--- src/rtl/btn_debounce_2ch.sv ---
// btn_debounce_2ch: two-channel push-button conditioner.
// Each raw button is synchronised with two flops, then debounced by a
// stability counter. The clean levels drive the A/B inputs of the gate stage,
// and registered 1-cycle rise pulses are produced from them.
// Optional macro FALL_PULSE_EN: when defined, a_fall/b_fall carry 1-cycle
// fall pulses; when undefined they are tied to 0 and the fall logic is absent.
module btn_debounce_2ch #(
  parameter int CNT_MAX = 100000
) (
  input  logic clk,
  input  logic reset_p,
  input  logic btn_a,
  input  logic btn_b,
  output logic a_lvl,
  output logic b_lvl,
  output logic a_rise,
  output logic b_rise,
  output logic a_fall,
  output logic b_fall
);

  // Counter only has to reach CNT_MAX-1, so $clog2(CNT_MAX) bits suffice.
  localparam int              CW       = $clog2(CNT_MAX);
  localparam logic [CW-1:0]   CNT_LAST = CW'(CNT_MAX - 1);

  // Bit 0 is channel A, bit 1 is channel B throughout.
  logic [1:0]    btn_raw;
  logic [1:0]    s1;
  logic [1:0]    s2;
  logic [1:0]    lvl;
  logic [1:0]    lvl_d;
  logic [CW-1:0] cnt [2];

  assign btn_raw = {btn_b, btn_a};

  // Two-flop synchroniser bringing the asynchronous buttons into the clk domain.
  always_ff @(posedge clk) begin
    if (reset_p) begin
      s1 <= '0;
      s2 <= '0;
    end else begin
      s1 <= btn_raw;
      s2 <= s1;
    end
  end

  // Stability counter per channel: a differing level must persist for
  // CNT_MAX consecutive edges; any return to the current level restarts it.
  always_ff @(posedge clk) begin
    if (reset_p) begin
      lvl    <= '0;
      cnt[0] <= '0;
      cnt[1] <= '0;
    end else begin
      for (int i = 0; i < 2; i++) begin
        if (s2[i] == lvl[i]) begin
          cnt[i] <= '0;
        end else if (cnt[i] == CNT_LAST) begin
          lvl[i] <= s2[i];
          cnt[i] <= '0;
        end else begin
          cnt[i] <= cnt[i] + CW'(1);
        end
      end
    end
  end

  // Delayed copy of the levels; pulses compare it with the current level,
  // so each pulse is high only in the first cycle of the new level.
  always_ff @(posedge clk) begin
    if (reset_p) begin
      lvl_d <= '0;
    end else begin
      lvl_d <= lvl;
    end
  end

  assign a_lvl  = lvl[0];
  assign b_lvl  = lvl[1];
  assign a_rise = lvl[0] & ~lvl_d[0];
  assign b_rise = lvl[1] & ~lvl_d[1];

`ifdef FALL_PULSE_EN
  assign a_fall = ~lvl[0] & lvl_d[0];
  assign b_fall = ~lvl[1] & lvl_d[1];
`else
  assign a_fall = 1'b0;
  assign b_fall = 1'b0;
`endif

endmodule

--- config.mk ---
export PLATFORM = sky130hd
export DESIGN_NAME = btn_debounce_2ch
export DESIGN_NICKNAME = d
export VERILOG_FILES = /design/src/rtl/btn_debounce_2ch.sv
export SDC_FILE = /design/constraint.sdc
export NUM_CORES = 1
export LEC_CHECK = 0
export ABC_AREA = 1
export CORE_ASPECT_RATIO = 1.2
export CORE_MARGIN = 2
export CORE_UTILIZATION = 35
export CTS_CLUSTER_DIAMETER = 40
export DETAILED_ROUTE_END_ITERATION = 10
export PLACE_DENSITY_LB_ADDON = 0.12
export SETUP_SLACK_MARGIN = 0.2
export SYNTH_ARGS = -nofsm -noshare
export SYNTH_HDL_FRONTEND = slang
export SYNTH_SLANG_ARGS = --single-unit
--- constraint.sdc ---
create_clock -name clk -period 4.5 [get_ports clk]
set_input_delay 0.9 -clock clk [delete_from_list [all_inputs] [get_ports clk]]
set_output_delay 0.9 -clock clk [all_outputs]
set_load 0.01 [all_outputs]
==> run_results.csv, run 1 <==
group,metric,value,unit
run_status,status,"finished, final reports clean",
place,dp_hpwl,3.371,mm
route,vias,1881,
critical_path,crit_buf_inv,2,
cells_and_area,final_common_cell,"nor2_1",
power_and_ir_drop,sw_frac_of_total,22.39,%
worst_hold_path,hold_depth,2,
critical_path,end_kind,"output pin",
critical_path,path_depth,3,
floorplanning,initial_core_util,36.05,%
cts,clkTransAtPathRegs,0.08,ns
timing,timing.final.crit_share,51.07,%
power_and_ir_drop,combPwrFrac,5.7,%
grt,antenna_found_initial,0,
route,drt_first_iter_violations,42,
cts,cts_htree_levels,2,
timing,holdWs,0.4064,ns
synth,yosysSeqAreaShare,47.80,%
timing,worstMarginPinSlew,0.6364,ns
timing,slew-limit-headroom,57.57,%
timing,slew_violations,0,
cts,cts_buffers,5,
power_and_ir_drop,power.internal,0.6089,mW
route,postRouteAntennaNets,0,
grt,grt_pass1_wl,7.693,mm
route,wl,4.360,mm
power_and_ir_drop,peakVddDrop,0.0001181,V
cells_and_area,fin_nets,364,
timing,rsz0062_at_grt,"no",
cts,cts_sinks,42,
cells_and_area,fillCellCount,738,
critical_path,r2r_slack,2.57,ns
floorplanning,die_y,96.05,um
worst_hold_path,hold_class,"reg2reg",
place,pre_cts_ws,1.985,ns
timing,setup_slack,2.202,ns
route,dr.pass1.iters,4,
floorplanning,die_w,80.71,um
floorplanning,ios,10,
critical_path,cp.required,3.60,ns
critical_path,crit_type,"reg2out",
route,avgViaCountPerCell,4.217,
cells_and_area,diodes,0,
critical_path,path_delay_family,"buffers and inverters",
worst_hold_path,min-delay-start,"s1[1]",
critical_path,regToRegEndpoint,"cnt[1][12]",
critical_path,crit_chain,"inv_1, nor2_1, clkdlybuf4s50_1",
critical_path,max_stage_delay,0.54,ns
timing,finalSetupViolCount,0,
synth,mappedNetlistArea,2471,um2
cells_and_area,final_layout_size_suffix_gt1_share,6.685,%
synth,ys_seq_elements,42,
synth,synth_warnings,0,
floorplanning,rows,33,
floorplanning,core-area,6854,um2
cts,post_cts_buffers,0,
critical_path,worstReg2RegStart,"cnt[1][0]",
cts,cts_resized,0,
cts,clk_path_buf_depth,2,
timing,fin_crit,2.298,ns
critical_path,arrival,1.40,ns
critical_path,slowest_stage,"clkdlybuf4s50_1",
grt,grtUsageTotal,12.94,%
route,drc,0,
cts,ctsHoldBuffers,0,
run,drv_cap,0,
timing,tns,0,ns
critical_path,cp_max_fo,4,
cts,cts_tree,"yes",
grt,grt_overflow,0,
power_and_ir_drop,seqPwrFrac,57.2,%
power_and_ir_drop,power_frac_clock,37.1,%
power_and_ir_drop,power.density,276.2,nW/um2
synth,ys_types,23,
place,io_buffers,7,
route,wl_per_cell,9.776,um
synth,syn_inst,315,
power_and_ir_drop,p_leak,1.167,nW
critical_path,start_kind,"flip-flop",
place,gp_congestion,0.8463,
synth,synth_area_per_cell,7.845,um2
grt,grt_start_max_net_pins,16,
timing,fin_skew,0.01315,ns
cells_and_area,syn_to_final_growth,14.94,%
timing,fmax,0.4352,GHz
critical_path,ff2ff_path_depth,6,
cts,root_buffer,"clkbuf_8",
grt,grt_pass1_vias,1840,
timing,hold_violations,0,
cts,clk_latency,0.30,ns
worst_hold_path,min_delay_worst_endpoint,"s2[1]",
floorplanning,die_area,7751,um2
cells_and_area,final_cell_mix,"nor2_1, nand2_1, inv_1",
power_and_ir_drop,p_sw,0.1757,mW
[cell families after synthesis]
family / share of synthesized area [%]
other: 0.3039
and+or+nand+nor: 31.90
DFF: 47.80
buffers and inverters: 8.962
adders and majority gates: 1.012
AOI/OAI and AO/OA: 2.228
xor gates and xnor gates: 7.798
[cell type report]
class | instances | area [um2] | share of cell area [%]
tap | 87 | 108.9 | 3.833
inverter | 46 | 172.7 | 6.079
sequential | 42 | 1181 | 41.59
multi-input combinational | 256 | 1196 | 42.11
clock buffer | 8 | 111.4 | 3.921
timing repair buffer | 7 | 70.07 | 2.467
[synthesized netlist by cell type]
cell type | count | area share [%]
ha_1 | 2 | 1.0
nor2_4 | 1 | 0.46
dfxtp_1 | 8 | 6.5
buf_6 | 3 | 1.4
nand3_2 | 2 | 0.81
nor3_1 | 1 | 0.20
xor2_1 | 15 | 5.3
edfxtp_1 | 34 | 41
o21ai_0 | 5 | 1.0
xnor2_1 | 7 | 2.5
o21ai_2 | 1 | 0.35
nand2_1 | 72 | 11
a21oi_1 | 1 | 0.20
conb_1 | 2 | 0.30
nor2_1 | 79 | 12
nand3_1 | 17 | 3.4
nand2_2 | 1 | 0.25
inv_2 | 1 | 0.15
inv_1 | 45 | 6.8
buf_4 | 2 | 0.61
nor2_2 | 10 | 2.5
nand4_1 | 5 | 1.3
o21ai_4 | 1 | 0.66
[metrics by stage]
| stage | instances | instance area [um2] | utilization, % | power, mW |
|---|---|---|---|---|
| 3_5_place_dp | 438 | 2729 | 39.81 | 0.5022 |
| 4_1_cts | 446 | 2840 | 41.44 | 0.7938 |
| 5_1_grt | 446 | 2840 | 41.44 | 0.8241 |
| 3_3_place_gp | 438 | 2729 | 39.81 | 0.5020 |
| 2_1_floorplan | 349 | 2599 | - | 0.4927 |
| 6_report | 446 | 2840 | 41.44 | 0.7845 |
[worst max path at each step]
stage                     slack [ns]     from          to
after CTS                       2.17   lvl[1]      b_rise
final                           2.20   lvl[1]      b_rise
after detailed placement        1.99  reset_p  cnt[0][12]
after global placement          2.04  reset_p  cnt[0][14]
after global routing            2.11   lvl[0]      a_rise
after floorplan                 2.70  reset_p  cnt[0][13]
[metal layers]
metal  wire, um  vias to the layer above  GRT usage (%)
met5          0                        -              0
met4         85                        0          5.508
met3         99                        7          3.096
met2       2184                       17          23.26
met1       1991                      834          14.52
li1           -                     1023              -
[tightest hold or removal path: cells and delay by family, from the launching register on]
family	cells	cell delay [ns]
buf+inv	1	0.04
flops	1	0.30
simple gates	1	0.03
[power groups by stage]
stage | combinational (mW) | clock [mW] | sequential (mW)
after floorplan | 0.0395 | 0 | 0.453
after global placement | 0.0446 | 0 | 0.457
after detailed placement | 0.0444 | 0 | 0.458
after CTS | 0.0447 | 0.300 | 0.449
after global routing | 0.0537 | 0.319 | 0.451
final | 0.0447 | 0.291 | 0.449
[state kept, by name (all words and copies together) (netlist names)]
name and cells:
cnt 34, lvl_d 2, s1 2, s2 2, lvl 2
No activity file was read; power rests on OpenSTA's default activity.
==> run 2, diff against run 1 <==
==> constraint.sdc (replaced) <==
create_clock -name clk -period 2.1 [get_ports clk]
set_input_delay 0.42 -clock clk [delete_from_list [all_inputs] [get_ports clk]]
set_output_delay 0.42 -clock clk [all_outputs]
set_load 0.01 [all_outputs]
==> run_results.csv, run 2 (same netlist as run 1, synthesis figures left out) <==
group,metric,value,unit
route,wl_per_cell,9.811,um
cts,clkTransAtPathRegs,0.09,ns
run_status,status,"finished, final reports clean",
cells_and_area,fin_nets,367,
grt,grt_start_max_net_pins,16,
critical_path,crit_chain,"inv_1, nor2_1, clkdlybuf4s50_1",
floorplanning,die_y,96.05,um
place,dp_hpwl,3.436,mm
route,vias,1893,
worst_hold_path,hold_class,"reg2reg",
cts,cts_buffers,5,
floorplanning,die_area,7751,um2
critical_path,crit_type,"reg2out",
critical_path,cp_max_fo,4,
worst_hold_path,min-delay-start,"s1[1]",
timing,tns,0,ns
critical_path,path_delay_family,"buffers and inverters",
cells_and_area,final_cell_mix,"nor2_1, nand2_1, inv_1",
cells_and_area,regMostFlops,"cnt",
floorplanning,ios,10,
grt,grtUsageTotal,13.54,%
grt,grt_pass1_vias,1846,
critical_path,critPathLaunch,"lvl[1]",
route,drc,0,
route,avgViaCountPerCell,4.216,
power_and_ir_drop,power.density,601.1,nW/um2
cts,cts_sinks,42,
route,postRouteAntennaNets,0,
timing,fin_crit,1.762,ns
timing,slew_violations,0,
floorplanning,rows,33,
cells_and_area,syn_to_final_growth,17.11,%
power_and_ir_drop,p_sw,0.3908,mW
critical_path,arrival,1.34,ns
critical_path,slowest_stage,"clkdlybuf4s50_1",
floorplanning,initial_core_util,36.05,%
cts,root_buffer,"clkbuf_8",
power_and_ir_drop,sw_frac_of_total,22.47,%
timing,fmax,0.5674,GHz
critical_path,max_stage_delay,0.54,ns
place,dp_cells,441,
power_and_ir_drop,p_leak,1.195,nW
cells_and_area,final_layout_size_suffix_gt1_share,8.287,%
route,dr.pass1.iters,4,
grt,grt_pass1_wl,7.997,mm
grt,grt_overflow,0,
route,wl,4.405,mm
critical_path,cp.required,1.68,ns
power_and_ir_drop,peakVddDrop,0.0003077,V
floorplanning,core-area,6854,um2
timing,holdWs,0.4069,ns
cts,cts_htree_levels,2,
power_and_ir_drop,combPwrFrac,5.8,%
power_and_ir_drop,seqPwrFrac,55.3,%
grt,antenna_found_initial,0,
place,placed_cell_area,2764,um2
cells_and_area,largest_reg_flops,34,
critical_path,end_kind,"output pin",
cells_and_area,fillCellCount,749,
timing,fin_skew,0.008140,ns
cells_and_area,instances_no_fill,449,
cts,post_cts_buffers,0,
timing,rsz0062_at_grt,"no",
place,io_buffers,7,
route,drt_first_iter_violations,52,
cts,cts_tree,"yes",
cells_and_area,multiInputGateArea,1196,um2
critical_path,start_kind,"flip-flop",
critical_path,worstReg2RegStart,"cnt[1][0]",
cells_and_area,final_common_cell,"nor2_1",
timing,hold_violations,0,
cells_and_area,seq_area,1184,um2
cells_and_area,fin_area,2894,um2
floorplanning,die_w,80.71,um
timing,finalSetupViolCount,0,
cts,clk_path_buf_depth,2,
timing,timing.final.crit_share,83.93,%
run,drv_cap,0,
critical_path,crit_buf_inv,2,
power_and_ir_drop,power.internal,1.349,mW
cells_and_area,diodes,0,
place,gp_congestion,0.7976,
power_and_ir_drop,power_frac_clock,38.9,%
cts,clk_latency,0.30,ns
run 2: final timing paths:
path                             endpoint  slack, ns  cells past startpoint
worst max-delay path               b_rise       0.34                      3
worst min-delay path                s2[1]       0.41                      2
worst max register to register  cnt[1][9]       0.40                      7
worst min register to register      s2[1]       0.41                      2
run 2: cell type report:
cell class / count / area share (%)
tap: 87 / 3.761
inverter: 46 / 5.966
timing repair buffer: 10 / 3.632
multi-input combinational: 256 / 41.33
clock buffer: 7 / 4.107
sequential: 42 / 40.90
clock inverter: 1 / 0.3026
run 2: power by group through the flow:
stage          combinational (mW)  clock [mW]  sequential (mW)
2_1_floorplan              0.0847           0            0.971
3_3_place_gp               0.0998           0            0.981
3_5_place_dp                0.100           0            0.981
4_1_cts                     0.101       0.710            0.962
5_1_grt                     0.121       0.730            0.968
6_report                    0.100       0.678            0.962
run 2: layer usage:
layer / vias to the layer above / global-route usage, % / routed length [um]
met2: 15 / 24.93 / 2316
met3: 6 / 3.189 / 82
met4: 0 / 5.650 / 72
li1: 1032 / - / -
met5: - / 0 / 0
met1: 840 / 14.79 / 1934
run 2: repair_timing:
action                                  in CTS  in global routing
endpoints found under the setup margin       0                  2
hold buffers                                 0                  0
gates resized for setup                      0                  2
run 2: stage by stage:
step	util (%)	total power [mW]	setup slack, ns
after global routing	42.22	1.819	0.2263
after detailed placement	40.32	1.081	0.2926
after global placement	40.32	1.080	0.3346
after floorplan	-	1.056	0.5201
after CTS	42.19	1.772	0.2604
final	42.22	1.740	0.3376
run 2: tightest hold or removal path: cells and delay by family (launching register included):
kind / cells / cell delay (ns)
flops: 1 / 0.31
buf+inv: 1 / 0.04
simple gates: 1 / 0.03
==> run 3, diff against run 2 <==
==> constraint.sdc (replaced) <==
create_clock -name clk -period 1.5 [get_ports clk]
set_input_delay 0.3 -clock clk [delete_from_list [all_inputs] [get_ports clk]]
set_output_delay 0.3 -clock clk [all_outputs]
set_load 0.01 [all_outputs]
==> run_results.csv, run 3 (same netlist as run 1, synthesis figures left out) <==
group,metric,value,unit
cells_and_area,final_cell_mix,"nand2_1, buf_4, nor2_1",
place,dp_hpwl,4.010,mm
place,gp_congestion,0.8209,
timing,tns,0,ns
cts,cts_buffers,5,
worst_hold_path,hold_class,"reg2reg",
timing,holdWs,0.4169,ns
route,postRouteAntennaNets,0,
floorplanning,rows,33,
power_and_ir_drop,power.density,631.8,nW/um2
critical_path,end_kind,"flip-flop",
critical_path,crit_type,"reg2reg",
cts,cts_htree_levels,2,
power_and_ir_drop,p_leak,1.630,nW
place,io_buffers,7,
grt,grtUsageTotal,15.86,%
route,wl_per_cell,10.91,um
route,drc,0,
cells_and_area,fin_nets,435,
critical_path,cp_max_fo,6,
grt,grt.busiest_layer,"met2",
timing,timing.final.crit_share,98.41,%
cts,clkTransAtPathRegs,0.09,ns
power_and_ir_drop,peakVddDrop,0.0003679,V
route,dr.pass1.iters,4,
floorplanning,die_w,80.71,um
floorplanning,initial_core_util,36.05,%
cells_and_area,final_layout_size_suffix_gt1_share,39.77,%
cts,cts_tree,"yes",
grt,grt_overflow,0,
floorplanning,die_area,7751,um2
cells_and_area,largest_reg_flops,34,
grt,grt_start_max_net_pins,14,
floorplanning,die_y,96.05,um
cells_and_area,multiInputGateArea,1573,um2
route,drt_first_iter_violations,54,
grt,use_met3,2.908,%
route,wl,5.643,mm
critical_path,start_kind,"flip-flop",
timing,finalSetupViolCount,0,
cts,root_buffer,"clkbuf_8",
timing,fin_crit,1.476,ns
grt,grt_pass1_wl,9.363,mm
timing,slew_violations,0,
timing,setup_slack,0.02389,ns
floorplanning,core-area,6854,um2
grt,antenna_found_initial,0,
cells_and_area,syn_to_final_growth,54.23,%
grt,grt_use_met1,17.16,%
cells_and_area,seq_area,1184,um2
cells_and_area,final_common_cell,"nand2_1",
timing,rsz0062_at_grt,"yes",
timing,fin_skew,0.01213,ns
run_status,status,"finished, final reports clean",
grt,gr-usage-met2,30.07,%
critical_path,arrival,1.53,ns
grt,grt_pass1_vias,2241,
route,avgViaCountPerCell,4.288,
place,pre_cts_ws,-0.2644,ns
critical_path,cp.required,1.56,ns
cells_and_area,diodes,0,
cts,clk_path_buf_depth,2,
cells_and_area,fillCellCount,657,
cts,cts_sinks,42,
run,drv_cap,0,
cells_and_area,regMostFlops,"cnt",
route,vias,2217,
floorplanning,ios,10,
timing,hold_violations,0,
timing,fmax,0.6775,GHz
cts,clk_latency,0.29,ns
cts,ctsHoldBuffers,0,
## run 3: cell types whose count changed in the layout (fill, tap and decap cells not counted), moves of 8 or more
cell     before  now
buf_4         2   54
nor2_1       79   46
buf_6         0   15
nand2_1      72   58
nand2_2       1   10
nor2_4        1   23
nand3_1      17    8
inv_1        45   37
nor2_2       10   21
## run 3: area by class of cell
| cell class | instances | area share, % |
|---|---|---|
| inverter | 46 | 4.728 |
| timing repair buffer | 78 | 17.63 |
| multi-input combinational | 256 | 41.27 |
| tap | 87 | 2.856 |
| clock inverter | 2 | 0.2955 |
| clock buffer | 6 | 2.167 |
| sequential | 42 | 31.06 |
## run 3: worst paths after layout
path,slack (ns),endpoint,from,cells after the start
worst max register to register,0.02,cnt[1][2],cnt[1][0],7
worst min register to register,0.42,s2[0],s1[0],2
worst min-delay path,0.42,s2[0],s1[0],2
worst max-delay path,0.02,cnt[1][2],cnt[1][0],7
## run 3: routing by layer
layer / wire [um] / share of wire [%]
met5: 0 / 0
met4: 143 / 2.5
met3: 111 / 2.0
met2: 3047 / 54
met1: 2341 / 41
## run 3: worst max-delay path: stages (launching register included)
cell and delay (ns):
edfxtp_1 0.41, ha_4 0.15, inv_2 0.04, nor2_4 0.11
nand3_4 0.11, o21ai_4 0.21, buf_6 0.18, nor2_2 0.04
## run 3: what timing repair did
item	4_1_cts	5_1_grt
gates resized for setup	72	56
endpoints found under the setup margin	39	37
setup buffers	15	2
pin swaps	25	21
## run 3: stage by stage
step,utilization (%),instances,power [mW],area (um2)
3_5_place_dp,46.31,492,1.583,3174
2_1_floorplan,-,349,1.483,2639
5_1_grt,55.60,517,2.522,3811
3_3_place_gp,46.31,492,1.582,3174
6_report,55.60,517,2.408,3811
4_1_cts,52.56,515,2.417,3602
## run 3: power by group
group | internal, mW | leakage (nW) | switching (mW)
clock | 0.372 | 0.0515 | 0.408
combinational | 0.138 | 1.16 | 0.160
sequential | 1.30 | 0.417 | 0.0290
total | 1.81 | 1.63 | 0.597
